`src/rtl/regfile_scanner.sv`:
```
`default_nettype none
// ============================================================================
// Module   : regfile_scanner
// Brief    : Walks a latched register-address range through the core's
//            decoupled read port and streams (addr, data) beats out through
//            a small FIFO on a ready/valid interface.
// Options  : define SCANNER_CHECKSUM_EN to add a running-sum checksum output.
// Revision : 1.0 - initial release
// ============================================================================
module regfile_scanner #(
    parameter int ADDR_W     = 4,
    parameter int DATA_W     = 32,
    parameter int FIFO_DEPTH = 4
) (
    input  logic              clk,
    input  logic              reset,
    input  logic              start,
    input  logic [ADDR_W-1:0] first_addr,
    input  logic [ADDR_W-1:0] last_addr,
    output logic              busy,
    output logic              done,
    output logic              read_addr_valid,
    input  logic              read_addr_ready,
    output logic [ADDR_W-1:0] read_addr_bits,
    input  logic              read_data_valid,
    output logic              read_data_ready,
    input  logic [DATA_W-1:0] read_data_bits,
    output logic              out_valid,
    input  logic              out_ready,
    output logic [ADDR_W-1:0] out_addr,
    output logic [DATA_W-1:0] out_data
`ifdef SCANNER_CHECKSUM_EN
    ,
    output logic [DATA_W-1:0] checksum
`endif
);

    localparam int PTR_W = (FIFO_DEPTH > 1) ? $clog2(FIFO_DEPTH) : 1;
    localparam int CNT_W = PTR_W + 1;
    localparam logic [CNT_W-1:0]  DEPTH_C = CNT_W'(FIFO_DEPTH);
    localparam logic [ADDR_W:0]   REM_ONE = (ADDR_W + 1)'(1);

    typedef enum logic [2:0] {
        S_IDLE  = 3'd0,
        S_REQ   = 3'd1,
        S_WAIT  = 3'd2,
        S_DRAIN = 3'd3,
        S_DONE  = 3'd4
    } state_t;

    state_t              state;
    state_t              state_nxt;
    logic [ADDR_W-1:0]   cur;
    logic [ADDR_W:0]     remaining;
    logic [ADDR_W-1:0]   span;

    logic [ADDR_W-1:0]   fifo_addr [FIFO_DEPTH];
    logic [DATA_W-1:0]   fifo_data [FIFO_DEPTH];
    logic [PTR_W-1:0]    wr_ptr;
    logic [PTR_W-1:0]    rd_ptr;
    logic [CNT_W-1:0]    count;

    logic                accept_start;
    logic                addr_hs;
    logic                push;
    logic                pop;

    assign span         = last_addr - first_addr;
    assign accept_start = (state == S_IDLE) && start;
    assign addr_hs      = read_addr_valid && read_addr_ready;
    assign push         = ((state == S_REQ) && addr_hs && read_data_valid) ||
                          ((state == S_WAIT) && read_data_valid);
    assign pop          = out_valid && out_ready;

    assign read_addr_bits = cur;
    assign out_valid      = (count != '0);
    // Mask the head so idle/reset outputs read as zero without resetting storage.
    assign out_addr       = out_valid ? fifo_addr[rd_ptr] : '0;
    assign out_data       = out_valid ? fifo_data[rd_ptr] : '0;

    // State register.
    always_ff @(posedge clk or negedge reset) begin
        if (!reset) state <= S_IDLE;
        else        state <= state_nxt;
    end

    // Next-state and handshake outputs; REQ gates on the registered FIFO count.
    always_comb begin
        state_nxt       = state;
        busy            = 1'b0;
        done            = 1'b0;
        read_addr_valid = 1'b0;
        read_data_ready = 1'b0;
        case (state)
            S_IDLE: begin
                if (start) state_nxt = S_REQ;
            end
            S_REQ: begin
                busy            = 1'b1;
                read_addr_valid = (count < DEPTH_C);
                read_data_ready = read_addr_valid;
                if (push)         state_nxt = (remaining == REM_ONE) ? S_DRAIN : S_REQ;
                else if (addr_hs) state_nxt = S_WAIT;
            end
            S_WAIT: begin
                busy            = 1'b1;
                read_data_ready = 1'b1;
                if (push) state_nxt = (remaining == REM_ONE) ? S_DRAIN : S_REQ;
            end
            S_DRAIN: begin
                busy = 1'b1;
                if (count == '0) state_nxt = S_DONE;
            end
            S_DONE: begin
                done      = 1'b1;
                state_nxt = S_IDLE;
            end
            default: state_nxt = S_IDLE;
        endcase
    end

    // Range walker: current address and reads still to be issued.
    always_ff @(posedge clk or negedge reset) begin
        if (!reset) begin
            cur       <= '0;
            remaining <= '0;
        end else if (accept_start) begin
            cur       <= first_addr;
            remaining <= {1'b0, span} + REM_ONE;
        end else if (push) begin
            cur       <= cur + 1'b1;
            remaining <= remaining - REM_ONE;
        end
    end

    // FIFO pointers and occupancy; push+pop together leaves count unchanged.
    always_ff @(posedge clk or negedge reset) begin
        if (!reset) begin
            wr_ptr <= '0;
            rd_ptr <= '0;
            count  <= '0;
        end else begin
            if (push) wr_ptr <= wr_ptr + 1'b1;
            if (pop)  rd_ptr <= rd_ptr + 1'b1;
            case ({push, pop})
                2'b10:   count <= count + 1'b1;
                2'b01:   count <= count - 1'b1;
                default: count <= count;
            endcase
        end
    end

    // FIFO storage; contents are don't-care while the slot is unoccupied.
    always_ff @(posedge clk) begin
        if (push) begin
            fifo_addr[wr_ptr] <= cur;
            fifo_data[wr_ptr] <= read_data_bits;
        end
    end

`ifdef SCANNER_CHECKSUM_EN
    // Running sum of pushed words; naturally holds after the last push.
    always_ff @(posedge clk or negedge reset) begin
        if (!reset)            checksum <= '0;
        else if (accept_start) checksum <= '0;
        else if (push)         checksum <= checksum + read_data_bits;
    end
`endif

endmodule
`default_nettype wire

```
`config.mk`:
```
export PLATFORM = sky130hd
export DESIGN_NAME = regfile_scanner
export DESIGN_NICKNAME = d
export VERILOG_FILES = /design/src/rtl/regfile_scanner.sv
export SDC_FILE = /design/constraint.sdc
export NUM_CORES = 1
export LEC_CHECK = 0
export ABC_AREA = 1
export CAP_MARGIN = 20
export CORE_ASPECT_RATIO = 0.9
export CORE_MARGIN = 2
export CORE_UTILIZATION = 57
export CTS_BUF_LIST = sky130_fd_sc_hd__clkbuf_2
export CTS_CLUSTER_SIZE = 24
export DETAILED_ROUTE_END_ITERATION = 10
export PLACE_DENSITY = 0.87
export RECOVER_POWER = 25
export SLEW_MARGIN = 15
export SYNTH_ARGS = -nofsm -noshare
export SYNTH_HDL_FRONTEND = slang
export SYNTH_SLANG_ARGS = --single-unit
```
`constraint.sdc`:
```
create_clock -name clk -period 3.55 [get_ports clk]
set_input_delay 0.355 -clock clk [delete_from_list [all_inputs] [get_ports clk]]
set_output_delay 0.355 -clock clk [all_outputs]
set_load 0.01 [all_outputs]
```
==> flow_metrics.tcl <==
set metrics [dict create \
    status "complete, no violations" \
    gp_congestion 0.863 \
    pin_count 91 \
    relSlewSlack_pct 39.9 \
    hold_ws_ns 0.137 \
    postSynthRegisterBits 163 \
    start_util_pct 57.9 \
    end_kind "output pin" \
    synth_area_leader_cell "edfxtp_1" \
    path_buf_inv 2 \
    finalHoldViolations 0 \
    dieHeight_um 109 \
    nets 768 \
    vias 4911 \
    path_max_fanout 73 \
    cap_violations 0 \
    grt_pass1_wl_mm 22.9 \
    layout_common_cells "154 x nor2_1, 144 x edfxtp_1, 69 x o21ai_0" \
    drtIter0Drc 531 \
    areaGrowthSynthToFinish_pct 19.3 \
    die_w_um 120 \
    startpoint_type "flip-flop" \
    stdcell_count 882 \
    cts_setup_buffers 0 \
    crit_top_cell "nor2_1" \
    grt_pass1_vias 4828 \
    synthTopCellsByArea "edfxtp_1 62%, nor2_1 8.5%, dfrtp_1 6.9%" \
    synth_fp_nets 675 \
    cts_tree "done" \
    crit_chain "buf_4 -> nor2_1 -> nor2_1 -> o21ai_1 -> a21oi_1 -> clkdlybuf4s50_1" \
    dp.cells 849 \
    yosys_warnings 0 \
    ir_worst_vdd_uv 563 \
    syn_inst 615 \
    cts_max_level 4 \
    core_area_um2 12000 \
    drive_gt1_share_pct 8.18 \
    clk_pin_slew_ns 0.23 \
    grt.overflow.total 0 \
    tightest_slew_ns 0.898 \
    fmax_mhz 299 \
    root_buffer "clkbuf_2" \
    dieArea_um2 13100 \
    clock_path_buffers 2 \
    max_stage_delay_ns 0.61 \
    period_share_pct 94.2 \
    rows 38 \
    cp.required_ns 3.19 \
    post-route-util_pct 69.1 \
    final_common_cell "nor2_1" \
    crit_type "flip-flop to output pin" \
    clk_latency_ns 0.68 \
    firstDrtPassIters 5 \
    track_usage_pct 23.0 \
    fin_crit_ns 3.34 \
    via_per_inst 5.57 \
    crit_arrival_ns 2.99 \
    synth.distinct_cells 31 \
    wl_mm 14.6 \
    skew_ns 0.0226 \
    p_per_area_nw_per_um2 804 \
    grt_start_max_net_pins 74 \
    crit_family "buffers and inverters" \
    rsz0062_at_grt "false" \
    hold_path_class "primary input to asynchronous set/reset pin" \
    dp_hpwl_mm 9.07 \
    io_buffers 90 \
    ant_nets 0 \
    drv_slew 0 \
    synth_area_per_cell_um2 11.3 \
    drc 0 \
    finalSetupViolCount 0 \
    synth_area_um2 6940 \
    ys_seq_area_share_pct 69.2 \
    p_leak_nw 3.05 \
    synth_top_area_share_pct 62.3 \
    slowest_stage "clkdlybuf4s50_1" \
    setup_tns_ns 0 \
    clkSinkCount 163 \
    antenna_found_initial 0 \
    cts_buffers 17 \
    routedWlPerCell_um 16.5 \
]
[power by group]
group / leakage, nW / internal [W] / switching [W]
Sequential: 1.53 / 0.00239 / 0.000158
Combinational: 1.37 / 0.00133 / 0.00180
Clock: 0.145 / 0.000338 / 0.000644
Total: 3.05 / 0.00406 / 0.00260
[routing by layer]
metal	global-route usage (%)	wire, um
met3	5.44	1080
met5	0	0
met2	38.6	7410
met1	30.1	5910
met4	7.48	157
[Yosys cell counts]
cell type,number
o211ai_1,1
or2_2,1
dfrtp_1,19
fa_1,2
xnor2_1,2
nand2_1,50
xor2_1,5
o21bai_1,1
o21a_1,1
nand3_1,18
o21ai_0,69
nor2_1,158
ha_1,12
nor3_1,2
buf_1,2
inv_2,4
a21oi_1,40
inv_1,33
nor2_4,1
clkbuf_1,10
nand3_2,1
nand4_1,4
nor2_2,3
nand4_2,1
or2_0,1
edfxtp_1,144
o21ai_1,12
buf_2,13
nand2_4,2
clkinv_1,1
nand2_2,2
[area by class of cell]
type | count | area [um^2]
clock inverter | 14 | 151
antenna | 1 | 2.50
inverter | 38 | 146
sequential | 163 | 4800
timing repair buffer | 99 | 968
tap | 160 | 200
clock buffer | 18 | 90.1
fill | 846 | 3710
multi-input combinational | 389 | 1920
[registers in the layout, indices dropped and copies added (netlist names)]
name,flops
fifo_addr,16
rd_ptr,2
state,3
wr_ptr,2
read_addr_bits,4
remaining,5
fifo_data,128
count,3
[path summary, 6_finish.rpt]
| check | depth (start not counted) | slack (ns) | startpoint | endpoint |
|---|---|---|---|---|
| worst max-delay path | 6 | 0.21 | rd_ptr[0] | out_data[29] |
| worst min register to register | 2 | 0.53 | remaining[1] | remaining[1] |
| min in group clk | 3 | 0.28 | first_addr[2] | read_addr_bits[2] |
| worst max register to register | 6 | 1.28 | state[2] | fifo_data[2][17] |
| max in group asynchronous | 1 | 2.80 | reset | rd_ptr[0] |
| worst min-delay path | 1 | 0.14 | reset | state[2] |
[per-stage QoR]
step | area (um^2) | setup WS (ns) | power, W
6_report | 8280 | 0.207 | 0.00666
5_1_grt | 8270 | 0.0293 | 0.00710
4_1_cts | 8270 | 0.162 | 0.00667
3_5_place_dp | 8030 | 0.980 | 0.00570
3_3_place_gp | 8030 | 1.04 | 0.00558
2_1_floorplan | 6940 | 0.722 | 0.00435
[repair_timing]
action | CTS | global route
hold buffers | 0 | 0
resized for setup | 0 | 1
endpoints found under the hold margin | 0 | 0
endpoints found under the setup margin | 0 | 2
[kinds of logic after synthesis]
group	count (synthesis)	share of synthesized area (%)
buffers and inverters	63	3.64
flip-flops	163	69.2
XOR/XNOR	7	0.884
AND/OR/NAND/NOR	244	14.5
adder cells (fa/ha/maj)	14	2.74
AO/OA/AOI/OAI	124	9.05
Note: power is estimated with default switching activity, not from simulation.
